==> src/rtl/klingon_scan_ctrl.sv <==
// Multiplexed 4-digit Klingon display scanner.
// Drives one digit at a time through a shared 7-segment decoder, inserts an
// all-off gap between digits to suppress ghosting, and can rotate the stored
// message by one position every SCROLL_FRAMES complete frames.
module klingon_scan_ctrl #(
    parameter int REFRESH_DIV   = 1000,
    parameter int GAP_CYC       = 16,
    parameter int SCROLL_FRAMES = 64
) (
    input  logic       clk,
    input  logic       rst_n,
    input  logic       disp_en,
    input  logic       wr_en,
    input  logic [1:0] wr_addr,
    input  logic [3:0] wr_data,
    input  logic       scroll_en,
    output logic [3:0] dig_code,
    output logic [3:0] an,
    output logic       frame_done
);

    typedef enum logic [1:0] {
        ST_OFF  = 2'd0,
        ST_SHOW = 2'd1,
        ST_GAP  = 2'd2
    } state_t;

    // One counter serves both the lit window and the gap, so size it for the longer.
    localparam int CNT_MAX = (REFRESH_DIV > GAP_CYC) ? REFRESH_DIV : GAP_CYC;
    localparam int CNT_W   = (CNT_MAX > 1) ? $clog2(CNT_MAX) : 1;

    localparam logic [CNT_W-1:0] SHOW_LAST   = CNT_W'(REFRESH_DIV - 1);
    localparam logic [CNT_W-1:0] GAP_LAST    = (GAP_CYC > 0) ? CNT_W'(GAP_CYC - 1) : '0;
    localparam logic [7:0]       SCROLL_LAST = 8'(SCROLL_FRAMES - 1);

    state_t           state_q, state_d;
    logic [1:0]       idx_q, idx_d;
    logic [CNT_W-1:0] cnt_q, cnt_d;
    logic [7:0]       fcnt_q, fcnt_d;
    logic [3:0]       digit_q [4];
    logic [3:0]       digit_d [4];
    logic [3:0]       an_q, an_d;
    logic [3:0]       dig_code_q, dig_code_d;
    logic             frame_done_q, frame_done_d;
    logic             frame_end;
    logic             rotate;

    // Scan sequencing: OFF -> SHOW -> GAP -> SHOW(next digit); disp_en low always wins.
    always_comb begin
        state_d   = state_q;
        idx_d     = idx_q;
        cnt_d     = cnt_q;
        frame_end = 1'b0;
        if (!disp_en) begin
            state_d = ST_OFF;
            idx_d   = 2'd0;
            cnt_d   = '0;
        end else begin
            case (state_q)
                ST_OFF: begin
                    state_d = ST_SHOW;
                    idx_d   = 2'd0;
                    cnt_d   = '0;
                end
                ST_SHOW: begin
                    if (cnt_q == SHOW_LAST) begin
                        cnt_d = '0;
                        if (GAP_CYC == 0) begin
                            idx_d     = idx_q + 2'd1;
                            frame_end = (idx_q == 2'd3);
                        end else begin
                            state_d = ST_GAP;
                        end
                    end else begin
                        cnt_d = cnt_q + CNT_W'(1);
                    end
                end
                ST_GAP: begin
                    if (cnt_q == GAP_LAST) begin
                        cnt_d     = '0;
                        idx_d     = idx_q + 2'd1;
                        state_d   = ST_SHOW;
                        frame_end = (idx_q == 2'd3);
                    end else begin
                        cnt_d = cnt_q + CNT_W'(1);
                    end
                end
                default: begin
                    state_d = ST_OFF;
                    idx_d   = 2'd0;
                    cnt_d   = '0;
                end
            endcase
        end
    end

    // Frame counting for the scroll; a rotation fires on the frame end that completes the period.
    always_comb begin
        fcnt_d = fcnt_q;
        rotate = 1'b0;
        if (!scroll_en) begin
            fcnt_d = 8'd0;
        end else if (frame_end) begin
            if (fcnt_q == SCROLL_LAST) begin
                fcnt_d = 8'd0;
                rotate = 1'b1;
            end else begin
                fcnt_d = fcnt_q + 8'd1;
            end
        end
    end

    // Digit file update: rotation first, then the host write, so a same-edge write wins.
    always_comb begin
        digit_d = digit_q;
        if (rotate) begin
            digit_d[0] = digit_q[3];
            digit_d[1] = digit_q[0];
            digit_d[2] = digit_q[1];
            digit_d[3] = digit_q[2];
        end
        if (wr_en) begin
            digit_d[wr_addr] = wr_data;
        end
    end

    // Outputs are derived from the upcoming state so they line up with it once registered.
    always_comb begin
        an_d         = 4'b1111;
        dig_code_d   = dig_code_q;
        frame_done_d = frame_end;
        case (state_d)
            ST_OFF: begin
                dig_code_d = 4'd0;
            end
            ST_SHOW: begin
                an_d       = ~(4'b0001 << idx_d);
                dig_code_d = digit_d[idx_d];
            end
            default: begin
                an_d = 4'b1111;
            end
        endcase
    end

    // Scanner state and registered display outputs.
    always_ff @(posedge clk or negedge rst_n) begin
        if (!rst_n) begin
            state_q      <= ST_OFF;
            idx_q        <= 2'd0;
            cnt_q        <= '0;
            an_q         <= 4'b1111;
            dig_code_q   <= 4'd0;
            frame_done_q <= 1'b0;
        end else begin
            state_q      <= state_d;
            idx_q        <= idx_d;
            cnt_q        <= cnt_d;
            an_q         <= an_d;
            dig_code_q   <= dig_code_d;
            frame_done_q <= frame_done_d;
        end
    end

    // Scroll frame counter and the digit register file.
    always_ff @(posedge clk or negedge rst_n) begin
        if (!rst_n) begin
            fcnt_q <= 8'd0;
            for (int i = 0; i < 4; i++) begin
                digit_q[i] <= 4'd0;
            end
        end else begin
            fcnt_q <= fcnt_d;
            for (int i = 0; i < 4; i++) begin
                digit_q[i] <= digit_d[i];
            end
        end
    end

    assign an         = an_q;
    assign dig_code   = dig_code_q;
    assign frame_done = frame_done_q;

endmodule

==> config.mk <==
export PLATFORM = sky130hd
export DESIGN_NAME = klingon_scan_ctrl
export DESIGN_NICKNAME = d
export VERILOG_FILES = /design/src/rtl/klingon_scan_ctrl.sv
export SDC_FILE = /design/constraint.sdc
export NUM_CORES = 1
export LEC_CHECK = 0
export BUFFER_PORTS_ARGS = -buffer_cell sky130_fd_sc_hd__buf_2
export CAP_MARGIN = 20
export CELL_PAD_IN_SITES_DETAIL_PLACEMENT = 0
export CELL_PAD_IN_SITES_GLOBAL_PLACEMENT = 1
export CORE_AREA = 3 3 79 81
export CTS_CLUSTER_DIAMETER = 100
export DETAILED_ROUTE_END_ITERATION = 12
export DIE_AREA = 0 0 82 84
export PLACE_DENSITY = 0.77
export RECOVER_POWER = 100
export SYNTH_ARGS = -nofsm -noshare
export SYNTH_HDL_FRONTEND = slang
export SYNTH_SLANG_ARGS = --single-unit
==> constraint.sdc <==
create_clock -name clk -period 3.4 [get_ports clk]
set_input_delay 0.68 -clock clk [delete_from_list [all_inputs] [get_ports clk]]
set_output_delay 0.68 -clock clk [all_outputs]
set_load 0.005 [all_outputs]
==> impl_metrics.py, run 1 <==
metrics = {
    "run_status": {
        "status": "complete, but fails checks",
        "violations": "capacitance limit, slew limit",
    },
    "clock_network": {
        "clock_sinks": 47,
        "cts_resized": 0,
        "postCtsSetupBuffers": 0,
        "cts_root_buffer": "clkbuf_8",
        "cts_max_path_buffers": 2,
        "cts_tree": "done",
        "clk_latency_ns": 0.30,
        "path_clk_slew_ns": 0.08,
        "cts_hold_buf": 0,
        "numCtsBuffers": 5,
        "htreeDepth": 2,
    },
    "grt": {
        "grt.total_usage_pct": 19.0,
        "grt_pass1_vias": 2055,
        "grt_pass1_wl_mm": 10.1,
        "antenna_found_initial": 0,
        "grt_max_degree": 48,
        "grt-ovfl-total": 0,
    },
    "worst_setup_path": {
        "start_kind": "flip-flop",
        "worstSetupPathType": "reg2reg",
        "cpMaxStageDelayCell": "or4_4",
        "max_stage_delay_ns": 0.70,
        "path_delay_family": "simple AND/OR/NAND/NOR gates",
        "critPathBufInv": 2,
        "arrival_ns": 3.13,
        "cp.required_ns": 3.62,
        "cp_cell_sequence": "or4_1 -> or4_4 -> inv_1 -> buf_4 -> nand3_1 -> a31oi_1 -> a32oi_1 -> o211ai_1",
        "end_kind": "flip-flop",
        "critPathMaxFanout": 21,
    },
    "hold_path": {
        "hold_path_class": "in2async",
    },
    "synthesis": {
        "synthCells": 274,
        "async_reset_ff_share_pct": 100,
        "synth.net_count": 292,
        "synth_ff_type": "dfrtp_1",
        "synth-edff-count": 0,
        "syn_area_um2": 2520,
        "yosysSeqAreaShare_pct": 46.9,
        "ys_seq_elements": 47,
        "yosysWarningCount": 0,
        "synth.distinct_cells": 49,
        "syn_avg_cell_area_um2": 9.20,
    },
    "sta": {
        "period_needed_ns": 2.91,
        "setup_viol": 0,
        "whs_ns": 0.358,
        "maxSlewHeadroom_pct": -35.4,
        "hold_viol_final": 0,
        "fin_ws_ns": 0.486,
        "slew_violations": 38,
        "post-route-period-util_pct": 85.7,
        "rsz0062_at_grt": "no",
        "max_freq_ghz": 0.343,
        "skew_ns": 0.00622,
        "tns_ns": 0,
        "tightest_slew_ns": 2.03,
    },
    "pwr": {
        "ir_drop_v": 0.000171,
        "p_leak_nw": 1.16,
        "finalPower_mw": 1.15,
        "pwr_density_cell_nw_per_um2": 421,
    },
    "finish": {
        "final_cell_count_no_fill": 361,
        "fin_area_um2": 2750,
        "areaGrowthSynthToFinish_pct": 8.94,
        "utilization_pct": 49.5,
        "drive_gt1_share_pct": 10.7,
        "layout_commonest_cell": "dfrtp_1",
        "finalNetCount": 307,
        "antennaDiodeCount": 0,
        "layout_common_cells": "dfrtp_1 (43), nor2_1 (36), nand3_1 (25)",
    },
    "place": {
        "gp_congestion": 0.826,
        "hpwlAfterDp_mm": 4.12,
        "dpl_cell_area_um2": 2650,
        "post-place-ws_ns": 0.526,
        "portBuffers": 19,
        "dp_cells": 353,
    },
    "routing": {
        "avgViaCountPerCell": 5.85,
        "wl_per_cell_um": 16.6,
        "drcViolationCount": 0,
        "drtIter0Drc": 178,
        "dr.pass1.iters": 4,
        "detail-route-antenna-nets": 0,
        "num_vias": 2112,
        "wl_mm": 5.98,
    },
    "die": {
        "core_area_um2": 5540,
        "die_y_um": 84,
        "ios": 20,
        "die_w_um": 82,
        "rows": 27,
        "initial_core_util_pct": 45.5,
        "die-area_um2": 6890,
    },
    "flow_run": {
        "cap_violations": 1,
    },
}
==> flip-flops by register name, summed over array words and instances, names as in the netlist <==
| name | cells |
|---|---|
| an | 4 |
| cnt_q | 10 |
| dig_code | 4 |
| digit_q | 16 |
| fcnt_q | 8 |
| frame_done | 1 |
| idx_q | 2 |
| state_q | 2 |
==> worst reg2reg max path: stages (launching register included) <==
cell,delay [ns]
dfrtp_1,0.43
or4_1,0.65
or4_4,0.70
inv_1,0.18
buf_4,0.24
nand3_1,0.10
a31oi_1,0.27
a32oi_1,0.15
o211ai_1,0.12
==> layer usage <==
layer | vias up | track usage (%) | routed length, µm
met4 | 0 | 4.38 | 72
met2 | 59 | 26.9 | 2750
met5 | - | 0 | 0
met3 | 6 | 5.40 | 334
met1 | 1027 | 28.3 | 2820
li1 | 1020 | - | -
==> power by group <==
group	switching, mW	internal, mW	total (mW)
Sequential	0.0243	0.602	0.627
Combinational	0.0823	0.0501	0.132
Clock	0.180	0.216	0.395
Total	0.286	0.868	1.15
==> logic make-up after synthesis <==
| group | Yosys count | share of synthesized area, % |
|---|---|---|
| AND/OR/NAND/NOR | 116 | 23.2 |
| AO/OA/AOI/OAI | 65 | 16.8 |
| flip-flops | 47 | 46.9 |
| buffers and inverters | 25 | 4.62 |
| XOR/XNOR | 11 | 3.82 |
| adder cells (fa/ha/maj) | 7 | 3.48 |
| multiplexers | 3 | 1.19 |
==> path summary, 6_finish.rpt <==
kind | startpoint | end | slack [ns] | cells after the start
min in group clk | cnt_q[0] | cnt_q[0] | 0.46 | 1
hold / removal | rst_n | fcnt_q[6] | 0.36 | 1
hold reg to reg | cnt_q[0] | cnt_q[0] | 0.46 | 1
setup reg to reg | cnt_q[6] | dig_code[2] | 0.49 | 8
max in group asynchronous | rst_n | digit_q[11] | 0.74 | 2
setup / recovery | cnt_q[6] | dig_code[2] | 0.49 | 8
==> cell usage after synthesis (4+ instances only) <==
library cell | number | share of area (%)
dfstp_2 | 4 | 4.2
nand2_1 | 18 | 2.7
nor2_1 | 36 | 5.4
xor2_1 | 5 | 1.7
nand3_1 | 25 | 5.0
a21oi_1 | 5 | 0.99
ha_1 | 7 | 3.5
o21ai_0 | 16 | 3.2
dfrtp_1 | 43 | 43
inv_1 | 11 | 1.6
clkbuf_1 | 8 | 1.2
xnor2_1 | 6 | 2.1
and3_1 | 8 | 2.0
a31oi_1 | 20 | 5.0
==> final cells by class <==
class | instances | area (µm²)
Inverter | 11 | 41.3
Clock buffer | 6 | 72.6
Tap cell | 72 | 90.1
Fill cell | 541 | 2800
Multi-Input combinational cell | 202 | 1220
Timing Repair Buffer | 22 | 108
Sequential cell | 47 | 1180
Clock inverter | 1 | 30.0
Power figures use the tool's default switching activity.
==> run 2: changes to the inputs <==
==> config.mk (replaced) <==
export PLATFORM = sky130hd
export DESIGN_NAME = klingon_scan_ctrl
export DESIGN_NICKNAME = d
export VERILOG_FILES = /design/src/rtl/klingon_scan_ctrl.sv
export SDC_FILE = /design/constraint.sdc
export NUM_CORES = 1
export LEC_CHECK = 0
export BUFFER_PORTS_ARGS = -buffer_cell sky130_fd_sc_hd__buf_2
export CAP_MARGIN = 20
export CORE_AREA = 3 3 70 72
export CTS_CLUSTER_DIAMETER = 100
export DETAILED_ROUTE_END_ITERATION = 12
export DIE_AREA = 0 0 73 75
export PLACE_DENSITY = 0.77
export RECOVER_POWER = 100
export SETUP_SLACK_MARGIN = 0.5
export SYNTH_ARGS = -nofsm -noshare
export SYNTH_HDL_FRONTEND = slang
export SYNTH_SLANG_ARGS = --single-unit
==> run 2 against run 1 <==
The flow still finishes with violations (capacitance limit, slew limit). Total power fell by 2.0%. Clock-buffer cell count rose by 2. Worst hold slack improved by 0.097 ns. Largest cell class unchanged. Utilization is 14 points higher. Sequential share of layout area down 0.12 points. First-iteration DRC count fell by 12%. Cell count decreased by 4.2%. Clock skew increased by 0.0033 ns. Combinational power hardly changed. Largest power group unchanged. Die area down 21%. Clock power down 5.8%. Setup slack improved by 0.0075 ns.
==> impl_metrics.py, run 2 (synthesis gave the netlist of run 1 again) <==
metrics = {
    "run_status": {
        "status": "complete, but fails checks",
        "violations": "capacitance limit, slew limit",
    },
    "die": {
        "rows": 24,
        "die-area_um2": 5480,
        "die_w_um": 73,
        "ios": 20,
        "initial_core_util_pct": 57.9,
        "core_area_um2": 4350,
        "die_y_um": 75,
    },
    "clock_network": {
        "cts_root_buffer": "clkbuf_8",
        "clk_latency_ns": 0.31,
        "cts_max_path_buffers": 2,
        "cts_tree": "done",
        "path_clk_slew_ns": 0.08,
        "numCtsBuffers": 5,
        "cts_hold_buf": 0,
        "clock_sinks": 47,
        "htreeDepth": 2,
    },
    "routing": {
        "drtIter0Drc": 156,
        "num_vias": 2194,
        "dr.pass1.iters": 5,
        "avgViaCountPerCell": 6.34,
        "wl_per_cell_um": 16.8,
        "detail-route-antenna-nets": 0,
        "wl_mm": 5.82,
        "drcViolationCount": 0,
    },
    "sta": {
        "skew_ns": 0.00952,
        "period_needed_ns": 2.91,
        "tightest_slew_ns": 1.52,
        "max_freq_ghz": 0.344,
        "setup_viol": 0,
        "tns_ns": 0,
        "hold_viol_final": 0,
        "slew_violations": 30,
        "maxSlewHeadroom_pct": -1.07,
        "post-route-period-util_pct": 85.5,
        "fin_ws_ns": 0.494,
        "rsz0062_at_grt": "no",
    },
    "grt": {
        "grt-ovfl-total": 0,
        "antenna_found_initial": 0,
        "grt_max_degree": 48,
        "grt.total_usage_pct": 22.1,
        "grt_pass1_vias": 1959,
        "grt_pass1_wl_mm": 9.52,
    },
    "finish": {
        "reg.largest.list": "digit_q: 16 flops, cnt_q: 10 flops, fcnt_q: 8 flops",
        "utilization_pct": 63.2,
        "largest-register": "digit_q",
        "drive_gt1_share_pct": 12.2,
        "layout_common_cells": "dfrtp_1 (43), nor2_1 (36), nand3_1 (25)",
        "largest_register_ffs": 16,
        "areaGrowthSynthToFinish_pct": 9.24,
        "layout_commonest_cell": "dfrtp_1",
        "finalNetCount": 311,
        "fin_area_um2": 2750,
        "final.fill_count": 359,
        "antennaDiodeCount": 0,
    },
    "worst_setup_path": {
        "critPathMaxFanout": 11,
        "worstSetupPathType": "reg2reg",
        "cp.required_ns": 3.62,
        "crit_start": "state_q[0]",
        "r2r_start": "state_q[0]",
        "end_kind": "flip-flop",
        "arrival_ns": 3.13,
        "start_kind": "flip-flop",
    },
    "pwr": {
        "sequentialPowerShare_pct": 55.3,
        "finalPower_mw": 1.13,
        "ir_drop_v": 0.000273,
        "p_int_uw": 838,
        "p_clk_share_pct": 32.9,
        "pwr_density_cell_nw_per_um2": 411,
        "p_leak_nw": 1.15,
        "switching_power_uw": 293,
        "combPwrFrac_pct": 11.8,
        "switching_share_pct": 25.9,
    },
    "place": {
        "post-place-ws_ns": 0.369,
        "hpwlAfterDp_mm": 3.86,
        "gp_congestion": 0.883,
        "portBuffers": 19,
        "dpl_cell_area_um2": 2610,
    },
    "hold_path": {
        "hold_path_class": "reg2reg",
        "hold_start": "cnt_q[0]",
    },
    "flow_run": {
        "cap_violations": 1,
    },
}
==> run 2: layout make-up <==
| cell class | count | area, µm² | area share, % |
|---|---|---|---|
| Clock buffer | 8 | 100 | 3.64 |
| Timing Repair Buffer | 25 | 128 | 4.64 |
| Inverter | 11 | 45.0 | 1.64 |
| Multi-Input combinational cell | 203 | 1230 | 44.8 |
| Sequential cell | 47 | 1180 | 42.9 |
| Tap cell | 52 | 65.1 | 2.36 |
==> run 2: critical path: stages (launching register included) <==
cell and delay, ns:
dfrtp_1 0.42, inv_1 0.10, ha_2 0.27, nand3_1 0.19, or4_1 0.77, clkinvlp_4 0.26
buf_4 0.19, nand3_1 0.08, a31oi_1 0.24, mux2i_1 0.12, o211ai_1 0.17
==> run 2: power groups by stage <==
| stage | combinational [mW] | clock, mW | sequential [mW] |
|---|---|---|---|
| after global placement | 0.130 | 0 | 0.635 |
| after global routing | 0.150 | 0.396 | 0.629 |
| after CTS | 0.134 | 0.376 | 0.625 |
| final | 0.133 | 0.372 | 0.625 |
| after floorplan | 0.0829 | 0 | 0.630 |
| after detailed placement | 0.133 | 0 | 0.635 |
==> run 2: worst paths after layout <==
check,cells past startpoint,end,slack (ns)
max,10,dig_code[0],0.49
min,1,cnt_q[0],0.46
max reg2reg,10,dig_code[0],0.49
min reg2reg,1,cnt_q[0],0.46
max in group asynchronous,2,idx_q[1],0.98
min in group asynchronous,1,fcnt_q[1],0.50
==> run 2: repair_timing <==
item                       in CTS  in global routing
setup buffers                   0                  4
hold endpoints to repair        0                  0
cloned                          0                  1
gates resized for setup         1                  2
setup endpoints to repair       4                  4
pin swaps                       0                  1
==> run 2: metal layers <==
layer | GRT usage, % | up-vias | routed length (µm)
met1 | 33.7 | 1056 | 2720
met3 | 3.47 | 9 | 387
li1 | - | 1033 | -
met2 | 32.0 | 96 | 2630
met4 | 6.97 | 0 | 78
met5 | 0 | - | 0
==> run 2: per-stage QoR <==
step | hold slack [ns] | std cells
final | 0.455 | 346
after global routing | 0.489 | 346
after CTS | 0.459 | 340
after detailed placement | 0.447 | 332
after global placement | 0.441 | 332
after floorplan | 0.384 | 274
